--- config.mk ---
export PLATFORM = sky130hd
export DESIGN_NAME = layer_mixer_flat
export DESIGN_NICKNAME = d
export VERILOG_FILES = /design/src/rtl/layer_mixer_if.sv /design/src/rtl/layer_mixer.sv /design/src/flat_wrapper.sv
export SDC_FILE = /design/constraint.sdc
export NUM_CORES = 1
export LEC_CHECK = 0
export BUFFER_PORTS_ARGS = -buffer_cell sky130_fd_sc_hd__buf_2
export CAP_MARGIN = 20
export CELL_PAD_IN_SITES_DETAIL_PLACEMENT = 0
export CELL_PAD_IN_SITES_GLOBAL_PLACEMENT = 1
export CORE_MARGIN = 8
export CORE_UTILIZATION = 40
export CTS_CLUSTER_SIZE = 30
export DETAILED_ROUTE_END_ITERATION = 8
export PLACE_DENSITY_LB_ADDON = 0.08
export REMOVE_ABC_BUFFERS = 1
export SLEW_MARGIN = 15
export SYNTH_ARGS = -nofsm -noshare
export SYNTH_HDL_FRONTEND = slang
export SYNTH_SLANG_ARGS = --single-unit
--- constraint.sdc ---
create_clock -name clk -period 6.74 [get_ports clk]
set_input_delay 0.337 -clock clk [delete_from_list [all_inputs] [get_ports clk]]
set_output_delay 0.337 -clock clk [all_outputs]
set_load 0.1 [all_outputs]
--- src/rtl/layer_mixer_if.sv ---
// Pixel-side bus of the layer mixer: layer requests and colours in, composited
// pixel, aligned coordinates and fade status out.
interface layer_mixer_if #(
    parameter int NUM_LAYERS = 5,
    parameter int COLOR_W    = 8
);
    logic [9:0]                      x_pos;
    logic [9:0]                      y_pos;
    logic [NUM_LAYERS-1:0]           req;
    logic [NUM_LAYERS*3*COLOR_W-1:0] rgb_in;
    logic [NUM_LAYERS-1:0]           layer_en;
    logic                            blend_mode;
    logic                            frame_start;
    logic                            fade_start;
    logic [COLOR_W-1:0]              red;
    logic [COLOR_W-1:0]              green;
    logic [COLOR_W-1:0]              blue;
    logic [9:0]                      x_out;
    logic [9:0]                      y_out;
    logic                            fade_busy;
    logic                            fade_done;

    modport master (
        output x_pos, y_pos, req, rgb_in, layer_en, blend_mode, frame_start, fade_start,
        input  red, green, blue, x_out, y_out, fade_busy, fade_done
    );

    modport slave (
        input  x_pos, y_pos, req, rgb_in, layer_en, blend_mode, frame_start, fade_start,
        output red, green, blue, x_out, y_out, fade_busy, fade_done
    );
endinterface

--- src/rtl/layer_mixer.sv ---
// Two-stage VGA layer compositor: priority select or top-two average in stage 1,
// frame-synchronous fade scaling in stage 2, with coordinates carried alongside.
module layer_mixer #(
    parameter int                     NUM_LAYERS = 5,
    parameter int                     COLOR_W    = 8,
    parameter int                     FADE_STEP  = 16,
    parameter logic [3*COLOR_W-1:0]   BG_COLOR   = 24'h000000
) (
    input  logic         clk,
    input  logic         rst,
    layer_mixer_if.slave bus
);
    localparam int         PIX_W = 3 * COLOR_W;
    localparam int         IDX_W = $clog2(NUM_LAYERS);
    localparam logic [7:0] STEP8 = 8'(FADE_STEP);
    localparam logic [8:0] STEP9 = 9'(FADE_STEP);

    typedef enum logic [1:0] {
        S_IDLE,
        S_FADE_OUT,
        S_BLACK,
        S_FADE_IN
    } fade_state_t;

    logic [NUM_LAYERS-1:0] w_eff;
    logic [PIX_W-1:0]      w_layer [NUM_LAYERS];
    logic [IDX_W-1:0]      w_top_idx;
    logic [IDX_W-1:0]      w_next_idx;
    logic                  w_top_vld;
    logic                  w_next_vld;
    logic [PIX_W-1:0]      w_top_pix;
    logic [PIX_W-1:0]      w_next_pix;
    logic [COLOR_W:0]      w_sum [3];
    logic [PIX_W-1:0]      w_avg_pix;
    logic [PIX_W-1:0]      w_sel_pix;

    logic [PIX_W-1:0]      r_s1_pix;
    logic [9:0]            r_s1_x;
    logic [9:0]            r_s1_y;
    logic [7:0]            r_s1_level;
    logic [PIX_W-1:0]      r_out_pix;
    logic [9:0]            r_out_x;
    logic [9:0]            r_out_y;

    logic [8:0]            w_lvl_p1;
    logic [COLOR_W+8:0]    w_prod [3];
    logic [PIX_W-1:0]      w_scaled;

    fade_state_t           r_state;
    fade_state_t           w_state_nxt;
    logic [7:0]            r_level;
    logic [7:0]            w_level_nxt;
    logic [8:0]            w_inc;
    logic                  r_fade_done;
    logic                  w_done_nxt;
    logic                  w_fade_busy;

    assign w_eff = bus.req & bus.layer_en;

    always_comb begin
        for (int i = 0; i < NUM_LAYERS; i++) begin
            w_layer[i] = bus.rgb_in[i*PIX_W +: PIX_W];
        end
    end

    // Ascending scan: each newly found requester becomes the top, the old top drops to next.
    always_comb begin
        // NOTE: every output gets a default before the loop so no path infers a latch.
        w_top_idx  = '0;
        w_next_idx = '0;
        w_top_vld  = 1'b0;
        w_next_vld = 1'b0;
        for (int i = 0; i < NUM_LAYERS; i++) begin
            if (w_eff[i]) begin
                w_next_idx = w_top_idx;
                w_next_vld = w_top_vld;
                w_top_idx  = IDX_W'(i);
                w_top_vld  = 1'b1;
            end
        end
    end

    assign w_top_pix  = w_layer[w_top_idx];
    assign w_next_pix = w_layer[w_next_idx];

    always_comb begin
        w_avg_pix = '0;
        for (int c = 0; c < 3; c++) begin
            w_sum[c] = {1'b0, w_top_pix[c*COLOR_W +: COLOR_W]}
                     + {1'b0, w_next_pix[c*COLOR_W +: COLOR_W]};
            w_avg_pix[c*COLOR_W +: COLOR_W] = w_sum[c][COLOR_W:1];
        end
    end

    always_comb begin
        w_sel_pix = w_top_pix;
        if (!w_top_vld) begin
            w_sel_pix = BG_COLOR;
        end else if (bus.blend_mode && w_next_vld) begin
            w_sel_pix = w_avg_pix;
        end
    end

    // Level+1 makes 255 an exact pass-through and 0 fully black.
    always_comb begin
        w_scaled = '0;
        w_lvl_p1 = {1'b0, r_s1_level} + 9'd1;
        for (int c = 0; c < 3; c++) begin
            w_prod[c] = (COLOR_W+9)'(r_s1_pix[c*COLOR_W +: COLOR_W]) * (COLOR_W+9)'(w_lvl_p1);
            w_scaled[c*COLOR_W +: COLOR_W] = w_prod[c][COLOR_W+7:8];
        end
    end

    // The level travels with the pixel so a frame_start edge only affects later pixels.
    always_ff @(posedge clk) begin
        // NOTE: non-blocking so each stage samples the previous stage's pre-edge value.
        if (rst) begin
            r_s1_pix   <= '0;
            r_s1_x     <= '0;
            r_s1_y     <= '0;
            r_s1_level <= 8'hFF;
            r_out_pix  <= '0;
            r_out_x    <= '0;
            r_out_y    <= '0;
        end else begin
            r_s1_pix   <= w_sel_pix;
            r_s1_x     <= bus.x_pos;
            r_s1_y     <= bus.y_pos;
            r_s1_level <= r_level;
            r_out_pix  <= w_scaled;
            r_out_x    <= r_s1_x;
            r_out_y    <= r_s1_y;
        end
    end

    always_ff @(posedge clk) begin
        if (rst) begin
            r_state     <= S_IDLE;
            r_level     <= 8'hFF;
            r_fade_done <= 1'b0;
        end else begin
            r_state     <= w_state_nxt;
            r_level     <= w_level_nxt;
            r_fade_done <= w_done_nxt;
        end
    end

    always_comb begin
        w_state_nxt = r_state;
        w_level_nxt = r_level;
        w_done_nxt  = 1'b0;
        w_inc       = {1'b0, r_level} + STEP9;
        case (r_state)
            S_IDLE: begin
                w_level_nxt = 8'hFF;
                if (bus.fade_start) w_state_nxt = S_FADE_OUT;
            end
            S_FADE_OUT: begin
                if (bus.frame_start) begin
                    if (r_level <= STEP8) begin
                        w_level_nxt = '0;
                        w_state_nxt = S_BLACK;
                        w_done_nxt  = 1'b1;
                    end else begin
                        w_level_nxt = r_level - STEP8;
                    end
                end
            end
            S_BLACK: begin
                w_level_nxt = '0;
                if (bus.fade_start) w_state_nxt = S_FADE_IN;
            end
            S_FADE_IN: begin
                if (bus.frame_start) begin
                    if (w_inc >= 9'd255) begin
                        w_level_nxt = 8'hFF;
                        w_state_nxt = S_IDLE;
                        w_done_nxt  = 1'b1;
                    end else begin
                        w_level_nxt = w_inc[7:0];
                    end
                end
            end
            default: begin
                w_state_nxt = S_IDLE;
                w_level_nxt = 8'hFF;
            end
        endcase
    end

    always_comb begin
        w_fade_busy = (r_state == S_FADE_OUT) || (r_state == S_FADE_IN);
    end

    assign bus.red       = r_out_pix[3*COLOR_W-1 -: COLOR_W];
    assign bus.green     = r_out_pix[2*COLOR_W-1 -: COLOR_W];
    assign bus.blue      = r_out_pix[COLOR_W-1:0];
    assign bus.x_out     = r_out_x;
    assign bus.y_out     = r_out_y;
    assign bus.fade_busy = w_fade_busy;
    assign bus.fade_done = r_fade_done;
endmodule

--- src/flat_wrapper.sv ---
// flat-port wrapper written by rule: the top's interface ports become plain ports
module layer_mixer_flat 
#(
    parameter int                     NUM_LAYERS = 5,
    parameter int                     COLOR_W    = 8,
    parameter int                     FADE_STEP  = 16,
    parameter logic [3*COLOR_W-1:0]   BG_COLOR   = 24'h000000
)
  (clk, rst, bus_x_pos, bus_y_pos, bus_req, bus_rgb_in, bus_layer_en, bus_blend_mode, bus_frame_start, bus_fade_start, bus_red, bus_green, bus_blue, bus_x_out, bus_y_out, bus_fade_busy, bus_fade_done);
  layer_mixer_if #(.NUM_LAYERS(NUM_LAYERS), .COLOR_W(COLOR_W)) bus_i ();
  input  logic clk;
  input  logic rst;
  input wire logic [$bits(bus_i.x_pos)-1:0] bus_x_pos;
  input wire logic [$bits(bus_i.y_pos)-1:0] bus_y_pos;
  input wire logic [$bits(bus_i.req)-1:0] bus_req;
  input wire logic [$bits(bus_i.rgb_in)-1:0] bus_rgb_in;
  input wire logic [$bits(bus_i.layer_en)-1:0] bus_layer_en;
  input wire logic [$bits(bus_i.blend_mode)-1:0] bus_blend_mode;
  input wire logic [$bits(bus_i.frame_start)-1:0] bus_frame_start;
  input wire logic [$bits(bus_i.fade_start)-1:0] bus_fade_start;
  output wire logic [$bits(bus_i.red)-1:0] bus_red;
  output wire logic [$bits(bus_i.green)-1:0] bus_green;
  output wire logic [$bits(bus_i.blue)-1:0] bus_blue;
  output wire logic [$bits(bus_i.x_out)-1:0] bus_x_out;
  output wire logic [$bits(bus_i.y_out)-1:0] bus_y_out;
  output wire logic [$bits(bus_i.fade_busy)-1:0] bus_fade_busy;
  output wire logic [$bits(bus_i.fade_done)-1:0] bus_fade_done;
  assign bus_i.x_pos = bus_x_pos;
  assign bus_i.y_pos = bus_y_pos;
  assign bus_i.req = bus_req;
  assign bus_i.rgb_in = bus_rgb_in;
  assign bus_i.layer_en = bus_layer_en;
  assign bus_i.blend_mode = bus_blend_mode;
  assign bus_i.frame_start = bus_frame_start;
  assign bus_i.fade_start = bus_fade_start;
  assign bus_red = bus_i.red;
  assign bus_green = bus_i.green;
  assign bus_blue = bus_i.blue;
  assign bus_x_out = bus_i.x_out;
  assign bus_y_out = bus_i.y_out;
  assign bus_fade_busy = bus_i.fade_busy;
  assign bus_fade_done = bus_i.fade_done;
  layer_mixer #(.NUM_LAYERS(NUM_LAYERS), .COLOR_W(COLOR_W), .FADE_STEP(FADE_STEP), .BG_COLOR(BG_COLOR)) u_core (.clk(clk), .rst(rst), .bus(bus_i));
endmodule
# After elaboration in Yosys (flattened, before gate mapping)
# Index checks and enable logic that the tools add are counted.
[totals]
ff_bits = 107
inputBits = 155
output_inout_bits = 46
word_cells = 82
[op_classes]
n_addsub = 6
multipliers = 3
order_cmp = 4
eq_ne = 9
muxes = 40
n_bitwise = 4
reduce_logical = 6
[ops]
columns = ["op", "n"]
rows = [
  ["binary-select mux 24 bit (select 3 bit)", 2],
  ["two-way mux 24 bit", 5],
  ["multiplier 8 x 9 -> 16 bit", 3],
  ["two-way mux 8 bit", 4],
  ["one-hot mux 8 bit (4 select lines)", 1],
  ["adder 8 x 8 -> 9 bit", 3],
  ["two-way mux 2 bit", 10],
  ["two-way mux 1 bit", 15],
  ["adder 8 x 1 -> 9 bit (second input constant)", 1],
  ["adder 8 x 5 -> 9 bit (second input constant)", 1],
  [">= comparator 9 x 8 -> 1 bit (second input constant)", 1],
  [">= comparator 4 bit (second input constant)", 2],
  ["less-or-equal comparator 8 x 5 -> 1 bit (second input constant)", 1],
  ["!= test 2 bit (second input constant)", 4],
  ["one-hot mux 2 bit (4 select lines)", 1],
  ["subtractor 8 x 5 -> 8 bit (second input constant)", 1],
  ["AND reduction 6 bit", 1],
  ["AND 5 bit", 1],
  ["equality test 2 bit (second input constant)", 2],
  ["!= test 2 x 1 -> 1 bit (second input constant)", 2],
  ["NOT 2 -> 4 bit", 1],
  ["NOT 3 -> 4 bit", 1],
  ["two-way mux 3 bit", 1],
  ["equality test 2 x 1 -> 1 bit (second input constant)", 1],
  ["other kinds (7)", 7],
]

# Logic depth before layout (Yosys ltp)
[logic_depth]
depth_word = 11
mapped_depth = 19
mapped_depth_nobuf = 18

# Worst setup path after synthesis
# No wires, ideal clock.
[synth_timing]
kind = "register to register"
from = "register u_core.r_s1_level[3]"
to = "register u_core.r_out_pix[14]"
arrival_ns = 4.463
required_ns = 6.619
slack_ns = 2.156
path_stages_with_launch = 19
path_buffers = 2
period_less_slack_ns = 4.584
path_cell_list = "dfxtp_1 > clkbuf_1 > nand4_1 > xor2_1 > clkbuf_1 > nor2b_1 > fa_1 > fa_1 > inv_1 > fa_1 > inv_1 > ha_1 > inv_1 > o21bai_1 > a21oi_1 > o21ai_1 > a21o_1 > a21oi_1 > mux2_2"
[synth_via]
elab_chain_len = 2
[synth_rtl]
columns = ["element", "line", "rtl"]
rows = [
  ["start: declaration", "layer_mixer.sv:40", "logic [7:0] r_s1_level;"],
  ["start signal: assignment", "layer_mixer.sv:129", "r_s1_level <= r_level;"],
  ["adder 8 x 1 -> 9 bit", "layer_mixer.sv:107", "w_lvl_p1 = {1'b0, r_s1_level} + 9'd1;"],
  ["multiplier 8 x 9 -> 16 bit", "layer_mixer.sv:109", "w_prod[c] = (COLOR_W+9)'(r_s1_pix[c*COLOR_W +: COLOR_W]) * (COLOR_W+9)'(w_lvl_p1);"],
  ["end signal: assignment", "layer_mixer.sv:130", "r_out_pix <= w_scaled;"],
  ["end: declaration", "layer_mixer.sv:41", "logic [PIX_W-1:0] r_out_pix;"],
]
# No other way between the ends.
# A chain may end at the register's enable or synchronous reset.

# Worst setup path after layout
[layout_timing]
from = "register u_core.r_s1_level[3]"
to = "register u_core.r_out_pix[23]"
# The elaborated chain is that of the path after synthesis.

==> summary.txt <==
Crit Path Max Fanout - 24
Adder-Cell Fraction of Synth Area - 0.273
CTS hold repair buffers - 0
TritonCTS buffer count - 9
area growth from synthesis to layout - 15.9%
leakage - 5.84 nW
compound-cell area share of the yosys netlist - 0.109
Synth Area in Simple Gates - 0.201
XOR/XNOR Fraction of Synth Area - 0.0303
H-tree levels - 3
final wirelength - 25.7 mm
Slew Viols, Final - 0
Chip Height - 175 um
post-CTS setup repair buffer count - 0
final hold viol count - 0
Fin Clk Skew - 19.3 ps
Clock Latency Late Sink - 360 ps
Detailed Routing Iterations Pass 1 - 4
Bufs on Longest Clock Path - 2
starting density of the core - 0.405
GRT Overall Usage - 0.169
dominant synthesized flop cell - dfxtp_1
register area share after synthesis - 0.200
crit path kind - flop to flop
vias in the first global route - 8615
final total power - 3.15 mW
hold-critical path depth - 2
largest family of logic cells by synthesized area - adder cells
Req. time, crit path - 6960 ps
Post-CTS Resized - 0
post-layout net count - 1660
post-synthesis mux area share - 0.114
core area - 25000 um^2
GP Congestion - 0.811
Hold Path Class - input pin to flop
Crit. End Element - flop
Worst Hold End - u_core.r_s1_x[2]
Peak VDD IR - 0.182 mV
initial antenna violation count - 2
ys async rst share - 0
row count - 58
post-route minimum period - 5100 ps
register bit total from synthesis - 101
synth warn - 0
Worst-path clk slew - 90 ps
die area - 30600 um^2
Final period util - 0.757
vias - 8189
Reg-to-Reg End - u_core.r_out_pix[23]
layout cell share with drive strength beyond 1 - 0.217
Mapped Cells - 1151
total gr overflow - 0
R2R Path Start - u_core.r_s1_level[3]
IO Count - 201
CTS tree - yes
initial DRC count - 263
number of synthesized flops with an enable pin - 0
Pwr per Cell Area - 270 nW/um^2
ANT nets after route - 0
Worst setup SP type - flop
largest net degree at the start of global routing - 76
Arrival @ worst endpoint - 5320 ps
DRC violations left - 0
r2r setup slk - 1640 ps
max cap viols - 0
Antenna diodes - 0
Max Fclk - 196 MHz
Sum Neg Setup Slack - 0 ps
Slew headroom - 0.305
Die W - 175 um
setup violators final - 0
routed length per instance - 15.5 um
RSZ-0062 raised after global routing - no
drt via density - 4.94
CTS root buffer - clkbuf_16
Post-Syn Area per Cell - 8.78 um^2
hpwl dp - 20.7 mm
Port Buf Inserts - 200
hold slack - 178 ps
Worst Tran Pin Value - 1040 ps
status - finished clean
cell area after synthesis - 10100 um^2
global-route wire length before repair - 42.9 mm
R2R cell count - 16
Yosys cell types - 61
min-delay src - bus_x_pos[2]
CTS sink cnt - 101
worst max-delay path: stages (launching register included):
cell       delay [ps]
dfxtp_1           620
nand3_1           230
xnor2_2           840
and2_1            270
fa_1              410
fa_1              500
inv_1              50
fa_1              470
inv_1              40
ha_1              260
inv_1              80
o21bai_1          100
a21oi_1           300
o21ai_1           170
a2111oi_2         370
o21ai_0           120
nor3b_1           150
cell families after synthesis:
kind of cell	Yosys count
AO/OA/AOI/OAI	176
XOR/XNOR	35
adder cells (fa/ha/maj)	185
AND/OR/NAND/NOR	384
multiplexers	88
buffers and inverters	182
flip-flops	101
flip-flops by register name, summed over array words and instances, names as in the netlist, 5 cells and up:
| name | count |
|---|---|
| u_core.bus.y_out | 10 |
| u_core.r_s1_x | 10 |
| u_core.r_s1_pix | 24 |
| u_core.r_s1_level | 5 |
| u_core.r_out_pix | 24 |
| u_core.r_s1_y | 10 |
| u_core.bus.x_out | 10 |
| u_core.r_level | 5 |
per-layer routing:
layer / wire length (um) / share of wire / global-route usage
met1: 12400 / 0.48 / 0.220
met2: 12000 / 0.47 / 0.289
met5: 20 / 0.00078 / 0
met3: 1020 / 0.040 / 0.0300
met4: 297 / 0.012 / 0.0353
Yosys cell counts, types with 4 or more instances:
cell type	n	area share
o21bai_1	4	0.0030
o22ai_1	5	0.0031
a21o_1	11	0.0082
a311oi_1	4	0.0035
a21oi_1	54	0.027
ha_1	123	0.15
o21ai_0	37	0.018
nor3b_1	6	0.0045
clkbuf_1	34	0.013
a211oi_1	14	0.010
nor2b_1	81	0.050
buf_4	5	0.0037
a31oi_1	4	0.0025
nor2_1	56	0.021
dfxtp_1	101	0.20
and2_1	82	0.051
o21ai_1	11	0.0054
mux2_2	21	0.023
xnor2_1	29	0.025
inv_1	133	0.049
xor2_1	6	0.0052
nor3_1	31	0.015
nand3_1	5	0.0025
nand2_1	90	0.033
mux4_2	18	0.040
fa_1	60	0.12
or2_2	7	0.0043
o21a_1	8	0.0059
nand2b_1	8	0.0050
and3_1	4	0.0025
buf_2	6	0.0030
mux2i_1	43	0.043
stage by stage:
step	worst slack, ps	util	instance area, um^2	std cells
after floorplan	665	-	9870	1102
after global placement	1740	0.456	11400	1641
after detailed placement	1640	0.456	11400	1641
after CTS	1650	0.469	11700	1657
after global routing	1270	0.469	11700	1657
final	1640	0.469	11700	1657
cell usage in the layout, fill, tap and decap left out, types with 5 or more instances in the layout:
| cell type | synthesis | final |
|---|---|---|
| nor3_1 | 31 | 31 |
| o21ai_0 | 37 | 37 |
| dfxtp_1 | 101 | 101 |
| or2_2 | 7 | 7 |
| buf_4 | 5 | 9 |
| nand3_1 | 5 | 5 |
| o21a_1 | 8 | 8 |
| mux4_2 | 18 | 18 |
| o21ai_1 | 11 | 10 |
| buf_2 | 6 | 200 |
| nor2_1 | 56 | 56 |
| clkbuf_16 | 0 | 9 |
| mux2_2 | 21 | 21 |
| fa_1 | 60 | 60 |
| a21o_1 | 11 | 11 |
| xor2_1 | 6 | 6 |
| o22ai_1 | 5 | 5 |
| inv_1 | 133 | 133 |
| a211oi_1 | 14 | 13 |
| nor2b_1 | 81 | 81 |
| nand2_1 | 90 | 90 |
| nand2b_1 | 8 | 8 |
| ha_1 | 123 | 123 |
| mux2i_1 | 43 | 43 |
| and2_1 | 82 | 82 |
| xnor2_1 | 29 | 28 |
| a21oi_1 | 54 | 54 |
| nor3b_1 | 6 | 6 |
layout make-up:
cell class / count / area [um^2]
Fill cell: 2538 / 13300
Multi-Input combinational cell: 868 / 7380
Sequential cell: 101 / 2020
Timing Repair Buffer: 209 / 1070
Inverter: 133 / 499
Tap cell: 330 / 413
Clock buffer: 9 / 225
Clock inverter: 7 / 91.3
worst max path at each step:
stage                                end  depth (start not counted)  slack, ps                  from
floorplan            u_core.r_s1_pix[15]                         13        660            bus_req[2]
global placement    u_core.r_out_pix[14]                         16       1740  u_core.r_s1_level[3]
detailed placement  u_core.r_out_pix[23]                         16       1640  u_core.r_s1_level[3]
CTS                 u_core.r_out_pix[23]                         16       1650  u_core.r_s1_level[3]
global route        u_core.r_out_pix[23]                         16       1270  u_core.r_s1_level[3]
finish              u_core.r_out_pix[23]                         16       1640  u_core.r_s1_level[3]
power breakdown:
| part | total (mW) | leakage [nW] | internal, mW | switching, mW |
|---|---|---|---|---|
| Sequential | 0.768 | 0.833 | 0.696 | 0.0712 |
| Combinational | 1.84 | 4.86 | 0.617 | 1.22 |
| Clock | 0.546 | 0.152 | 0.267 | 0.279 |
| Total | 3.15 | 5.84 | 1.58 | 1.57 |
Note: power is estimated with default switching activity, not from simulation.
